## src/rtl/qdec_pkg.sv

```systemverilog
// -----------------------------------------------------------------------------
// qdec_pkg
// Shared definitions for the quadrature step decoder: FSM state encoding,
// the four quadrature phase codes {A,B}, and the forward phase successor
// function used by the decoder and its testbench.
// -----------------------------------------------------------------------------
package qdec_pkg;

    // Decoder FSM: INIT settles the filters, RUN decodes steps.
    typedef enum logic [0:0] {
        ST_INIT = 1'b0,
        ST_RUN  = 1'b1
    } qdec_state_e;

    // Phase codes, listed in forward (up) rotation order.
    localparam logic [1:0] PH_00 = 2'b00;
    localparam logic [1:0] PH_01 = 2'b01;
    localparam logic [1:0] PH_11 = 2'b11;
    localparam logic [1:0] PH_10 = 2'b10;

    // Phase that follows ph when the encoder turns one step in the up direction.
    function automatic logic [1:0] next_phase_up(input logic [1:0] ph);
        logic [1:0] nxt;
        case (ph)
            PH_00:   nxt = PH_01;
            PH_01:   nxt = PH_11;
            PH_11:   nxt = PH_10;
            PH_10:   nxt = PH_00;
            default: nxt = PH_00;
        endcase
        return nxt;
    endfunction

endpackage : qdec_pkg

```

## src/rtl/quad_step_decoder_if.sv

```systemverilog
// -----------------------------------------------------------------------------
// quad_step_decoder_if
// Groups the decoder's control, raw encoder inputs and step/status outputs.
//   enable        : gate for up/down/err pulses
//   qa, qb        : raw asynchronous encoder channels
//   up, down, err : one-cycle step / illegal-jump pulses
//   phase         : filtered phase {A,B}
//   ready         : high once the start-up settling period is over
// master = the side that drives enable/qa/qb (encoder + controller);
// slave  = the decoder itself.
// -----------------------------------------------------------------------------
interface quad_step_decoder_if;
    logic       enable;
    logic       qa;
    logic       qb;
    logic       up;
    logic       down;
    logic       err;
    logic [1:0] phase;
    logic       ready;

    modport master (
        output enable, qa, qb,
        input  up, down, err, phase, ready
    );

    modport slave (
        input  enable, qa, qb,
        output up, down, err, phase, ready
    );
endinterface : quad_step_decoder_if

```

## src/rtl/qdec_chan_filter.sv

```systemverilog
// -----------------------------------------------------------------------------
// qdec_chan_filter
// One encoder channel: two-flop synchronizer followed by a persistence filter.
// The filtered bit only follows the synchronized input after the two have
// disagreed for FILTER_CYCLES consecutive clocks; any shorter excursion is
// discarded. While bypass is high the filter tracks the synchronizer directly.
//   clk    : system clock
//   rstn   : asynchronous active-low reset
//   bypass : load filt straight from the synchronizer (start-up settling)
//   raw    : asynchronous channel input
//   filt   : filtered, glitch-free channel value
// -----------------------------------------------------------------------------
module qdec_chan_filter #(
    parameter int unsigned FILTER_CYCLES = 4
) (
    input  logic clk,
    input  logic rstn,
    input  logic bypass,
    input  logic raw,
    output logic filt
);

    // Mismatch count at which the new value is accepted on the same edge.
    localparam logic [3:0] CNT_LAST = 4'(FILTER_CYCLES - 1);

    logic       s1_r;
    logic       s2_r;
    logic       filt_r;
    logic [3:0] cnt_r;

    // Synchronizer chain plus mismatch counter; counter never exceeds CNT_LAST.
    always_ff @(posedge clk or negedge rstn) begin
        if (!rstn) begin
            s1_r   <= 1'b0;
            s2_r   <= 1'b0;
            filt_r <= 1'b0;
            cnt_r  <= 4'd0;
        end else begin
            s1_r <= raw;
            s2_r <= s1_r;
            if (bypass) begin
                filt_r <= s2_r;
                cnt_r  <= 4'd0;
            end else if (s2_r == filt_r) begin
                cnt_r <= 4'd0;
            end else if (cnt_r >= CNT_LAST) begin
                // FILTER_CYCLES-th consecutive mismatch: accept the new value.
                filt_r <= s2_r;
                cnt_r  <= 4'd0;
            end else begin
                cnt_r <= cnt_r + 4'd1;
            end
        end
    end

    assign filt = filt_r;

endmodule : qdec_chan_filter

```

## src/rtl/quad_step_decoder.sv

```systemverilog
// -----------------------------------------------------------------------------
// quad_step_decoder
// Turns a bouncing two-channel quadrature input into registered one-cycle
// up/down step pulses for a downstream up/down counter, and flags illegal
// two-bit phase jumps.
//   clk  : system clock, rising edge
//   rstn : asynchronous active-low reset
//   bus  : slave side of quad_step_decoder_if
//          (enable, qa, qb in; up, down, err, phase, ready out)
// STEP_DIV = 1 emits a step per phase edge; STEP_DIV = 4 emits a step only
// when the phase returns to 00 (one per full quadrature cycle).
// -----------------------------------------------------------------------------
module quad_step_decoder
    import qdec_pkg::*;
#(
    parameter int unsigned FILTER_CYCLES = 4,
    parameter int unsigned STEP_DIV      = 1
) (
    input  logic                 clk,
    input  logic                 rstn,
    quad_step_decoder_if.slave   bus
);

    // INIT lasts FILTER_CYCLES+3 clocks: settle counter 0 .. FILTER_CYCLES+2.
    localparam logic [4:0] SETTLE_LAST = 5'(FILTER_CYCLES + 2);
    localparam bit         DIV4        = (STEP_DIV == 4);

    qdec_state_e state_r;
    logic [4:0]  settle_r;
    logic        ready_r;
    logic [1:0]  prev_r;
    logic        up_r;
    logic        down_r;
    logic        err_r;

    logic        bypass_s;
    logic        fa_s;
    logic        fb_s;
    logic [1:0]  cur_s;
    logic [1:0]  delta_s;
    logic        fwd_s;
    logic        up_s;
    logic        down_s;
    logic        err_s;

    assign bypass_s = (state_r == ST_INIT);

    qdec_chan_filter #(.FILTER_CYCLES(FILTER_CYCLES)) u_filt_a (
        .clk    (clk),
        .rstn   (rstn),
        .bypass (bypass_s),
        .raw    (bus.qa),
        .filt   (fa_s)
    );

    qdec_chan_filter #(.FILTER_CYCLES(FILTER_CYCLES)) u_filt_b (
        .clk    (clk),
        .rstn   (rstn),
        .bypass (bypass_s),
        .raw    (bus.qb),
        .filt   (fb_s)
    );

    assign cur_s   = {fa_s, fb_s};
    assign delta_s = prev_r ^ cur_s;
    // A single-bit change is either the forward successor or the reverse one.
    assign fwd_s   = (cur_s == next_phase_up(prev_r));

    // Step/error decode of the previous-to-current phase transition.
    always_comb begin
        up_s   = 1'b0;
        down_s = 1'b0;
        err_s  = 1'b0;
        if ((state_r == ST_RUN) && bus.enable) begin
            case (delta_s)
                2'b00: begin
                    up_s = 1'b0;
                end
                2'b11: begin
                    err_s = 1'b1;
                end
                default: begin
                    if (DIV4) begin
                        // Only the return to 00 counts; direction from where it came.
                        up_s   = fwd_s  && (cur_s == PH_00);
                        down_s = !fwd_s && (cur_s == PH_00);
                    end else begin
                        up_s   = fwd_s;
                        down_s = !fwd_s;
                    end
                end
            endcase
        end else begin
            // INIT or disabled: prev keeps tracking, nothing is emitted.
            up_s = 1'b0;
        end
    end

    // FSM, settle counter, phase history and registered pulse outputs.
    always_ff @(posedge clk or negedge rstn) begin
        if (!rstn) begin
            state_r  <= ST_INIT;
            settle_r <= 5'd0;
            ready_r  <= 1'b0;
            prev_r   <= PH_00;
            up_r     <= 1'b0;
            down_r   <= 1'b0;
            err_r    <= 1'b0;
        end else begin
            prev_r <= cur_s;
            up_r   <= up_s;
            down_r <= down_s;
            err_r  <= err_s;
            case (state_r)
                ST_INIT: begin
                    if (settle_r == SETTLE_LAST) begin
                        state_r <= ST_RUN;
                        ready_r <= 1'b1;
                    end else begin
                        settle_r <= settle_r + 5'd1;
                    end
                end
                ST_RUN: begin
                    ready_r <= 1'b1;
                end
                default: begin
                    state_r  <= ST_INIT;
                    settle_r <= 5'd0;
                    ready_r  <= 1'b0;
                end
            endcase
        end
    end

    assign bus.up    = up_r;
    assign bus.down  = down_r;
    assign bus.err   = err_r;
    assign bus.phase = cur_s;
    assign bus.ready = ready_r;

endmodule : quad_step_decoder

```

## src/flat_wrapper.sv

```systemverilog
// flat-port wrapper written by rule: the top's interface ports become plain ports
module quad_step_decoder_flat import qdec_pkg::*;
#(
    parameter int unsigned FILTER_CYCLES = 4,
    parameter int unsigned STEP_DIV      = 1
)
  (clk, rstn, bus_enable, bus_qa, bus_qb, bus_up, bus_down, bus_err, bus_phase, bus_ready);
  quad_step_decoder_if bus_i ();
  input  logic clk;
  input  logic rstn;
  input wire logic [$bits(bus_i.enable)-1:0] bus_enable;
  input wire logic [$bits(bus_i.qa)-1:0] bus_qa;
  input wire logic [$bits(bus_i.qb)-1:0] bus_qb;
  output wire logic [$bits(bus_i.up)-1:0] bus_up;
  output wire logic [$bits(bus_i.down)-1:0] bus_down;
  output wire logic [$bits(bus_i.err)-1:0] bus_err;
  output wire logic [$bits(bus_i.phase)-1:0] bus_phase;
  output wire logic [$bits(bus_i.ready)-1:0] bus_ready;
  assign bus_i.enable = bus_enable;
  assign bus_i.qa = bus_qa;
  assign bus_i.qb = bus_qb;
  assign bus_up = bus_i.up;
  assign bus_down = bus_i.down;
  assign bus_err = bus_i.err;
  assign bus_phase = bus_i.phase;
  assign bus_ready = bus_i.ready;
  quad_step_decoder #(.FILTER_CYCLES(FILTER_CYCLES), .STEP_DIV(STEP_DIV)) u_core (.clk(clk), .rstn(rstn), .bus(bus_i));
endmodule
```

## config.mk

```make
export PLATFORM = sky130hd
export DESIGN_NAME = quad_step_decoder_flat
export DESIGN_NICKNAME = d
export VERILOG_FILES = /design/src/rtl/qdec_pkg.sv /design/src/rtl/quad_step_decoder_if.sv /design/src/rtl/qdec_chan_filter.sv /design/src/rtl/quad_step_decoder.sv /design/src/flat_wrapper.sv
export SDC_FILE = /design/constraint.sdc
export NUM_CORES = 1
export LEC_CHECK = 0
export CORE_ASPECT_RATIO = 0.8
export CORE_MARGIN = 1.5
export CORE_UTILIZATION = 55
export DETAILED_ROUTE_END_ITERATION = 6
export GPL_ROUTABILITY_DRIVEN = 0
export HOLD_SLACK_MARGIN = 0.08
export PLACE_DENSITY = 0.86
export SLEW_MARGIN = 15
export SYNTH_ARGS = -nofsm -noshare
export SYNTH_HDL_FRONTEND = slang
export SYNTH_SLANG_ARGS = --single-unit
```

## constraint.sdc

```tcl
create_clock -name clk -period 2.6 [get_ports clk]
set_input_delay 0.78 -clock clk [delete_from_list [all_inputs] [get_ports clk]]
set_output_delay 0.78 -clock clk [all_outputs]
set_load 0.02 [all_outputs]
```

==> results_dict.tcl, run 1 <==
set metrics [dict create \
    core_sq_um 1675 \
    post_cts.repair.setup_buffers 0 \
    clock_insertion_delay_worst_skew_ns 0.31 \
    finClkSkew_ns 0.007672 \
    globalRouteOverflowTotal 0 \
    first_pass_iters 4 \
    route.detailed.wl_per_inst_um 12.15 \
    hpwlAfterDp_um 1019 \
    worstPathArrival_ns 1.46 \
    timing.setup.tns_ns 0 \
    layout.filler_cells 113 \
    gr-usage-all-layers 0.1660 \
    clkTransAtPathRegs_ns 0.13 \
    cts_inserted_buffers 3 \
    timing.final.max_slew_violations 0 \
    design.portCount 11 \
    antenna_left 0 \
    critical_path.top_delay_family "buffers and inverters" \
    cp_cell_sequence "clkdlybuf4s50_1" \
    wl_um 1349 \
    drv.max_cap_violation_count 0 \
    synthDistinctLibCells 21 \
    synth_async_sr_flop_share 1.000 \
    hold_violations 0 \
    worst_setup_path_end_kind "primary output" \
    areaGrowthSynthToFinish_pct 18.04 \
    critical_path.max_fanout 6 \
    timing.fmax_ghz 0.4474 \
    finalWorstSetupSlack_ns 0.3649 \
    power-per-cell-area_nw_per_um2 648.7 \
    time_the_final_worst_path_needs_with_i_o_delays_and_setup_ns 2.235 \
    hold_path_class "flop to flop" \
    start_kind "flop" \
    detail_route.vias_per_cell 4.955 \
    status "finished, final reports clean" \
    antenna_found_initial 0 \
    slowest_stage "sky130_fd_sc_hd__clkdlybuf4s50_1" \
    numPortBuffers 10 \
    delay_of_the_slowest_cell_on_the_worst_path_ns 0.65 \
    grt_pass1_wl_um 2532 \
    syn_area_sq_um 1020 \
    final_core_utilization 0.7184 \
    synthesis.area_per_instance_sq_um 13.97 \
    die_w_um 51.14 \
    worst-endpoint-required_ns 1.82 \
    ys.warnings.count 0 \
    preCtsSetupSlack_ns 0.7202 \
    grt_setup_unrepaired "no" \
    htree_levels 1 \
    drive_gt1_frac 0.1011 \
    layout_worst_path_cycle_share 0.8596 \
    synth_flop_cell "sky130_fd_sc_hd__dfrtp_1" \
    drc 0 \
    syn-instance-count 73 \
    irDropWorstVdd_uv 553.2 \
    standard_cell_row_count 13 \
    tritoncts_num_sinks 26 \
    die_height_um 41.52 \
    cts_root_buf "sky130_fd_sc_hd__clkbuf_4" \
    tritoncts "built" \
    hold_slack_ns 0.3741 \
    yosysSeqAreaShare 0.6380 \
    static-leakage-power_nw 0.5765 \
    setup_viol 0 \
    via_count_of_the_first_global_routing_pass 559 \
    drt_iter0_markers 1 \
    post_cts_resized 0 \
    grt_max_degree 27 \
    cts_hold_repair.buffers 0 \
    ys_seq_elements 26 \
    critical_path.n_buffers_inverters 1 \
    design.final.nets 100 \
    dieArea_sq_um 2123 \
    synth-edff-count 0 \
    crit_type "flop to primary output" \
    floorplan.initialDensity 0.6087 \
    cts_buffer_depth 2 \
    vias 550 \
    diodes 0 \
]
==> synth_stat cells, types with 2 or more instances <==
cell | count | share of area
sky130_fd_sc_hd__nor4b_4 | 2 | 0.047
sky130_fd_sc_hd__xor2_1 | 5 | 0.043
sky130_fd_sc_hd__nand2_1 | 2 | 0.0074
sky130_fd_sc_hd__nand3_1 | 3 | 0.015
sky130_fd_sc_hd__and3_1 | 3 | 0.018
sky130_fd_sc_hd__mux2_1 | 2 | 0.022
sky130_fd_sc_hd__ha_1 | 5 | 0.061
sky130_fd_sc_hd__nor2b_1 | 2 | 0.012
sky130_fd_sc_hd__nor2_1 | 5 | 0.018
sky130_fd_sc_hd__buf_4 | 2 | 0.015
sky130_fd_sc_hd__inv_1 | 5 | 0.018
sky130_fd_sc_hd__dfrtp_1 | 26 | 0.64
sky130_fd_sc_hd__xnor2_1 | 3 | 0.026
==> power by group <==
| group | switching [mW] | internal, mW | leakage, nW |
|---|---|---|---|
| clock | 0.110 | 0.156 | 0.0279 |
| sequential | 0.0142 | 0.424 | 0.312 |
| combinational | 0.0386 | 0.0381 | 0.237 |
| total | 0.163 | 0.618 | 0.577 |
==> area by class of cell <==
class	instances	area (sq um)	area share
clock buffer	3	22.52	0.01871
sequential	26	650.6	0.5405
clock inverter	1	30.03	0.02495
tap	22	27.53	0.02287
timing repair buffer	11	107.6	0.08940
inverter	5	18.77	0.01559
multi-input combinational	43	346.6	0.2879
==> per-stage QoR <==
step	total power [mW]	area, sq um	cells
6_report	0.7808	1204	111
5_1_grt	0.8146	1204	111
4_1_cts	0.7894	1204	111
3_5_place_dp	0.5243	1151	107
3_3_place_gp	0.5211	1151	107
2_1_floorplan	0.4874	1031	76
==> path summary, 6_finish.rpt <==
kind | slack (ns) | cells after the start | endpoint | startpoint
min in group asynchronous | 0.81 | 2 | u_core.u_filt_b.s2_r | rstn
min reg2reg | 0.37 | 0 | u_core.u_filt_b.s2_r | u_core.u_filt_b.s1_r
max in group asynchronous | 1.55 | 2 | u_core.bus.err | rstn
max | 0.36 | 1 | bus_phase[1] | u_core.u_filt_a.filt
max reg2reg | 1.16 | 5 | u_core.settle_r[1] | u_core.settle_r[0]
min | 0.37 | 0 | u_core.u_filt_b.s2_r | u_core.u_filt_b.s1_r
==> layer usage <==
| metal | up-vias | global-route usage | part of all wire |
|---|---|---|---|
| met5 | - | 0 | 0 |
| met4 | 0 | 0.04865 | 0.010 |
| met3 | 2 | 0.06475 | 0.057 |
| met2 | 15 | 0.2597 | 0.48 |
| met1 | 266 | 0.2155 | 0.45 |
| li1 | 267 | - | - |
==> sequential cells by signal (all words and copies together) (netlist names), 2 cells and up <==
register	count
u_core.u_filt_b.cnt_r	4
u_core.u_filt_a.cnt_r	4
u_core.prev_r	2
u_core.settle_r	5
==> cell families after synthesis <==
logic type,after synthesis,share of synthesized area
xor+xnor,8,0.06871
compound gates,3,0.02331
buf+inv,7,0.03313
flops,26,0.6380
mux,4,0.04294
other cells,1,0.003677
fa+ha+maj,5,0.06135
simple gates,19,0.1288
==> cells in the final DEF (no fill, tap or decap) <==
master,n
sky130_fd_sc_hd__nand3_1,3
sky130_fd_sc_hd__ha_1,5
sky130_fd_sc_hd__clkdlybuf4s50_1,10
sky130_fd_sc_hd__mux2i_1,1
sky130_fd_sc_hd__nor3_1,1
sky130_fd_sc_hd__conb_1,4
sky130_fd_sc_hd__xor2_1,5
sky130_fd_sc_hd__a31oi_2,1
sky130_fd_sc_hd__nor2b_1,2
sky130_fd_sc_hd__inv_1,5
sky130_fd_sc_hd__bufinv_16,1
sky130_fd_sc_hd__a21oi_1,1
sky130_fd_sc_hd__a31oi_1,1
sky130_fd_sc_hd__nand2b_1,1
sky130_fd_sc_hd__xnor2_1,3
sky130_fd_sc_hd__mux2_1,2
sky130_fd_sc_hd__and3_1,3
sky130_fd_sc_hd__buf_4,1
sky130_fd_sc_hd__nand2_1,2
sky130_fd_sc_hd__dfrtp_1,26
sky130_fd_sc_hd__nor4b_4,2
sky130_fd_sc_hd__nor2_1,5
sky130_fd_sc_hd__mux2_2,1
sky130_fd_sc_hd__clkbuf_4,3
(Power assumes the default switching activity.)
==> inputs of run 2 (changes only) <==
--- a/config.mk
+++ b/config.mk
@@ -11,7 +11,7 @@
 export DETAILED_ROUTE_END_ITERATION = 6
 export GPL_ROUTABILITY_DRIVEN = 0
 export HOLD_SLACK_MARGIN = 0.08
-export PLACE_DENSITY = 0.86
+export PLACE_DENSITY = 0.78
 export SLEW_MARGIN = 15
 export SYNTH_ARGS = -nofsm -noshare
 export SYNTH_HDL_FRONTEND = slang
==> run 2 against run 1 <==
Global-route usage down 1.5 points. Clock-buffer cell count unchanged. Final area unchanged. Clock skew down 0.0041 ns.
==> results_dict.tcl, run 2 (synthesis gave the netlist of run 1 again) <==
set metrics [dict create \
    areaGrowthSynthToFinish_pct 18.04 \
    delay_of_the_slowest_cell_on_the_worst_path_ns 0.64 \
    r2r_cells 5 \
    drv.max_cap_violation_count 0 \
    grt_max_degree 27 \
    time_the_final_worst_path_needs_with_i_o_delays_and_setup_ns 2.232 \
    cp-startpoint "u_core.u_filt_a.filt" \
    status "finished, final reports clean" \
    critical_path.n_buffers_inverters 1 \
    cts_hold_repair.buffers 0 \
    critical_path.max_fanout 6 \
    worst_setup_path_end_kind "primary output" \
    setup_viol 0 \
    drc 0 \
    ff2ff_setup_slack_ns 1.18 \
    reg_top3 "u_core.settle_r: 5 flops, u_core.u_filt_a.cnt_r: 4 flops, u_core.u_filt_b.cnt_r: 4 flops" \
    globalRouteOverflowTotal 0 \
    power-per-cell-area_nw_per_um2 651.4 \
    via_count_of_the_first_global_routing_pass 559 \
    die_w_um 51.14 \
    power.clock.fraction 0.346 \
    gr-usage-all-layers 0.1515 \
    registers.top_by_ff_count "u_core.settle_r" \
    clock_insertion_delay_worst_skew_ns 0.32 \
    hold_path_class "flop to flop" \
    htree_levels 1 \
    hold_path_depth 0 \
    timing.setup.tns_ns 0 \
    detail_route.vias_per_cell 4.703 \
    layout_worst_path_cycle_share 0.8585 \
    tritoncts "built" \
    die_height_um 41.52 \
    largest_reg_flops 5 \
    finalWorstSetupSlack_ns 0.3679 \
    layout.filler_cells 112 \
    antenna_left 0 \
    worstPathArrival_ns 1.45 \
    dieArea_sq_um 2123 \
    timing.hold.worst_endpoint "u_core.u_filt_b.s2_r" \
    start_kind "flop" \
    cts_root_buf "sky130_fd_sc_hd__clkbuf_4" \
    first_pass_iters 1 \
    route.detailed.wl_per_inst_um 11.36 \
    timing.final.max_slew_violations 0 \
    clkTransAtPathRegs_ns 0.13 \
    layout_commonest_cell "sky130_fd_sc_hd__dfrtp_1" \
    design.portCount 11 \
    standard_cell_row_count 13 \
    rr_endpoint "u_core.settle_r[1]" \
    floorplan.initialDensity 0.6087 \
    diodes 0 \
    drt_iter0_markers 0 \
    cts_buffer_depth 2 \
    grt_pass1_wl_um 2290 \
    cp_cell_sequence "clkdlybuf4s50_1" \
    switching_share 0.2121 \
    finClkSkew_ns 0.003608 \
    hold_slack_ns 0.3637 \
    place.detailed.instances 107 \
    design.final.nets 100 \
    crit_type "flop to primary output" \
    vias 522 \
    hold_violations 0 \
    worst-endpoint-required_ns 1.82 \
    static-leakage-power_nw 0.5765 \
    r2r_startpoint "u_core.settle_r[0]" \
    core_sq_um 1675 \
    drive_gt1_frac 0.1011 \
    tritoncts_num_sinks 26 \
    irDropWorstVdd_uv 535.1 \
    cts_inserted_buffers 3 \
    stdcell_count 111 \
    antenna_found_initial 0 \
    hold_path_origin "u_core.u_filt_b.s1_r" \
    cellInternalPower_mw 0.6177 \
    top_library_cells_by_usage_in_the_layout_fill_and_taps_aside "sky130_fd_sc_hd__dfrtp_1, sky130_fd_sc_hd__clkdlybuf4s50_1" \
    post_cts.repair.setup_buffers 0 \
    hpwlAfterDp_um 964 \
    timing.fmax_ghz 0.4480 \
    critical_path.top_delay_family "buffers and inverters" \
    post_cts_resized 0 \
    wl_um 1261 \
    pwr-share-seq 0.558 \
    grt_setup_unrepaired "no" \
    final_core_utilization 0.7184 \
    combinationalPowerShare 0.096 \
    slowest_stage "sky130_fd_sc_hd__clkdlybuf4s50_1" \
    preCtsSetupSlack_ns 0.7211 \
    numPortBuffers 10 \
    net-switching-power_mw 0.1663 \
]
-- run 2: cell counts in the layout (fill, tap and decap cells not counted) --
No cell type changed its count.
-- run 2: power by group through the flow --
stage          registers [mW]  logic [mW]  clock network [mW]
2_1_floorplan           0.451      0.0359                   0
4_1_cts                 0.438      0.0774               0.279
6_report                0.438      0.0754               0.271
5_1_grt                 0.440      0.0849               0.297
3_5_place_dp            0.446      0.0770                   0
3_3_place_gp            0.445      0.0760                   0
-- run 2: layout make-up --
class | instances | area (sq um) | area share
Inverter | 5 | 18.77 | 0.01559
Tap cell | 22 | 27.53 | 0.02287
Timing Repair Buffer | 11 | 107.6 | 0.08940
Multi-Input combinational cell | 43 | 346.6 | 0.2879
Sequential cell | 26 | 650.6 | 0.5405
Clock inverter | 1 | 30.03 | 0.02495
Clock buffer | 3 | 22.52 | 0.01871
-- run 2: through the flow --
stage | cell area, sq um | total power [mW]
6_report | 1204 | 0.7840
4_1_cts | 1204 | 0.7951
3_5_place_dp | 1151 | 0.5234
2_1_floorplan | 1031 | 0.4874
5_1_grt | 1204 | 0.8224
3_3_place_gp | 1151 | 0.5210
-- run 2: how the worst max path moves through the flow --
| stage | to | slack, ns | cells past startpoint |
|---|---|---|---|
| after detailed placement | bus_phase[1] | 0.72 | 1 |
| after global routing | bus_phase[1] | 0.29 | 1 |
| after CTS | bus_phase[1] | 0.34 | 1 |
| after global placement | bus_phase[1] | 0.76 | 1 |
| final | bus_phase[1] | 0.37 | 1 |
| after floorplan | bus_phase[0] | 1.23 | 1 |
-- run 2: layer usage --
layer  vias up  part of all wire  GRT usage
met4         0            0.0087    0.04324
li1        264                 -          -
met2        10              0.46     0.2338
met5         -                 0          0
met3         2             0.059    0.07554
met1       246              0.47     0.1886
==> RTL change, RTL diff (config.mk and constraints of run 2) <==
Make the reset (`rstn`) synchronous in 2 clocked blocks. Comments in the files are not updated.
--- a/src/rtl/qdec_chan_filter.sv
+++ b/src/rtl/qdec_chan_filter.sv
@@ -30,5 +30,5 @@
 
     // Synchronizer chain plus mismatch counter; counter never exceeds CNT_LAST.
-    always_ff @(posedge clk or negedge rstn) begin
+    always_ff @(posedge clk) begin
         if (!rstn) begin
             s1_r   <= 1'b0;
--- a/src/rtl/quad_step_decoder.sv
+++ b/src/rtl/quad_step_decoder.sv
@@ -98,5 +98,5 @@
 
     // FSM, settle counter, phase history and registered pulse outputs.
-    always_ff @(posedge clk or negedge rstn) begin
+    always_ff @(posedge clk) begin
         if (!rstn) begin
             state_r  <= ST_INIT;
Formal check against the unedited RTL: differs if rstn is asserted again (counterexample within 4 cycles, from zero or initial values and one cycle with rstn low); with rstn held inactive, the same outputs for 10 cycles.
==> RTL change against run 2 <==
Sequential cell count is the same; setup slack gained 0.011 ns; sequential share of layout area shrank 9.3 points; global-route usage grew 0.63 points; die area shrank 1.8%; area after synthesis shrank 2.0%; power shrank 5.8%; routed wire length grew 5.2%; first-iteration DRC count grew 3; design area shrank 3.3%; non-clock buffer count is the same; largest cell class unchanged.
==> RTL change: results (changes against run 2) <==
Status
Outcome: complete, no violations (unchanged).

Global routing
The via count of the first global-routing pass came to 549 (was 559). The number of antenna violations at the first check in global routing is 0 (unchanged). The maximum number of pins on one net before global-route repair came to 16 (was 27). The total global routing track utilization is 15.8% (was 15.2%). The wire length of the first global-routing pass was 2300 um (was 2290 um).

Worst setup path
The endpoint of the most critical register-to-register path is u_core.settle_r[1] (unchanged). The minimum setup slack among reg-to-reg paths came to 1.06 ns (was 1.18 ns). The startpoint of the most critical setup path is u_core.u_filt_a.filt (unchanged).

The worst setup path endpoint is bus_phase[1] (unchanged). The longest individual stage delay on the worst path is 0.65 ns. The largest driver fanout on the critical path was 5 (was 6).

The source of the worst register-to-register timing path is u_core.settle_r[0] (unchanged).

Clock network
The clock edge transition at the registers on the reported setup and hold paths is 0.13 ns (about the same). The clock latency on the worst-skew pair is 0.32 ns (about the same).

Logic synthesis
The fraction of registers with async set or reset after synthesis came to 0% (was 100%). The number of warnings issued by yosys came to 0 (unchanged). Ranking of synthesized cells by instance count: sky130_fd_sc_hd__dfxtp_1, sky130_fd_sc_hd__nand2_1, sky130_fd_sc_hd__and2_1 (was sky130_fd_sc_hd__dfrtp_1, sky130_fd_sc_hd__ha_1, sky130_fd_sc_hd__inv_1, sky130_fd_sc_hd__nor2_1, sky130_fd_sc_hd__xor2_1). The sequential-to-total area share from yosys stat came to 52.1% (was 63.8%).

Top post-synthesis cells by area: sky130_fd_sc_hd__dfxtp_1, sky130_fd_sc_hd__ha_1, sky130_fd_sc_hd__and2_1, sky130_fd_sc_hd__xor2_1, sky130_fd_sc_hd__mux2i_1 (was sky130_fd_sc_hd__dfrtp_1, sky130_fd_sc_hd__ha_1, sky130_fd_sc_hd__nor4b_4, sky130_fd_sc_hd__xor2_1, sky130_fd_sc_hd__xnor2_1). The post-synthesis cell type count came to 30 (was 21). The top flip-flop cell by instance count after synthesis was sky130_fd_sc_hd__dfxtp_1 (was sky130_fd_sc_hd__dfrtp_1).

Routing
The length of the first detailed-routing pass in iterations is 3 (was 1). The number of vias after detailed routing was 628 (was 522). The detailed router's first-iteration violation count is 3 (was 0). The wire length per cell is 10.3 um (was 11.4 um).

Layout
The number of fillers in the final layout is 139 (was 112). The layout cell share with drive strength beyond 1 is 8.41% (was 10.1%). The net count reported at finish was 118 (was 100). The count of inserted antenna diode cells came to 0 (unchanged).

Min path
The worst hold path depth is 1 (was 0). The hold path startpoint was u_core.u_filt_b.cnt_r[0] (was u_core.u_filt_b.s1_r). The hold path endpoint was u_core.u_filt_b.cnt_r[0] (was u_core.u_filt_b.s2_r).

Pwr
The cell-internal power is 592 uW (was 618 uW). The leakage component of the power is 0.000513 uW (was 0.000577 uW). The worst vdd rail ir drop is 0.550 mV (was 0.535 mV).

Timing
The post-route clock skew was 0.00434 ns (was 0.00361 ns). The max-slew violation count is 0 (unchanged).

Place
The detailed placer's ending HPWL was 989 um (was 964 um). The number of input and output port buffers inserted was 10 (unchanged).
## RTL change: cell types whose count changed after synthesis, sizes merged, moves of 3 or more
cell          run 2  this run
dfrtp            26         0
dfxtp             0        26
and2              0         7
nand2             2         8
a21oi             1         4
and3              3         0
mux2              3         0
## RTL change: power groups by stage
stage / clock [uW] / combinational (uW) / sequential, uW
2_1_floorplan: 0 / 30.7 / 432
3_3_place_gp: 0 / 42.7 / 433
3_5_place_dp: 0 / 43.9 / 434
4_1_cts: 277 / 44.5 / 425
5_1_grt: 293 / 50.3 / 427
6_report: 270 / 44.0 / 425
## RTL change: per-layer routing
layer  wire, um  track usage, %  part of all wire [%]  up-vias
li1           -               -                     -      329
met1        653            18.3                    49      285
met2        599            28.0                    45       11
met3         63            6.57                   4.7        3
met4         10            4.05                  0.75        0
met5          0               0                     0        -
## RTL change: area by class of cell
type | instances | area [um2] | share of cell area, %
flip-flops and latches | 26 | 520 | 44.7
multi-input cells | 62 | 440 | 37.8
repair buffers | 11 | 108 | 9.25
clock inverters | 1 | 30.0 | 2.58
well taps | 22 | 27.5 | 2.37
clock buffers | 3 | 22.5 | 1.94
inverters | 4 | 15.0 | 1.29
## RTL change: logic make-up after synthesis
kind of cell | Yosys count | share of synthesized area [%]
buffers and inverters | 9 | 5.00
AOI/OAI and AO/OA | 9 | 6.13
xor gates and xnor gates | 7 | 6.13
other | 1 | 0.375
muxes | 3 | 3.00
and+or+nand+nor | 34 | 21.0
adders and majority gates | 5 | 6.26
DFF | 26 | 52.1
## RTL change: stage by stage
step                      std cells  setup WS (ns)  instance area, um2  hold slack [ns]
after floorplan                  97           1.24                1010            0.399
after global placement          125          0.615                1110            0.408
after detailed placement        125          0.603                1110            0.412
after CTS                       129          0.351                1160            0.431
after global routing            129          0.298                1160            0.443
final                           129          0.379                1160            0.428
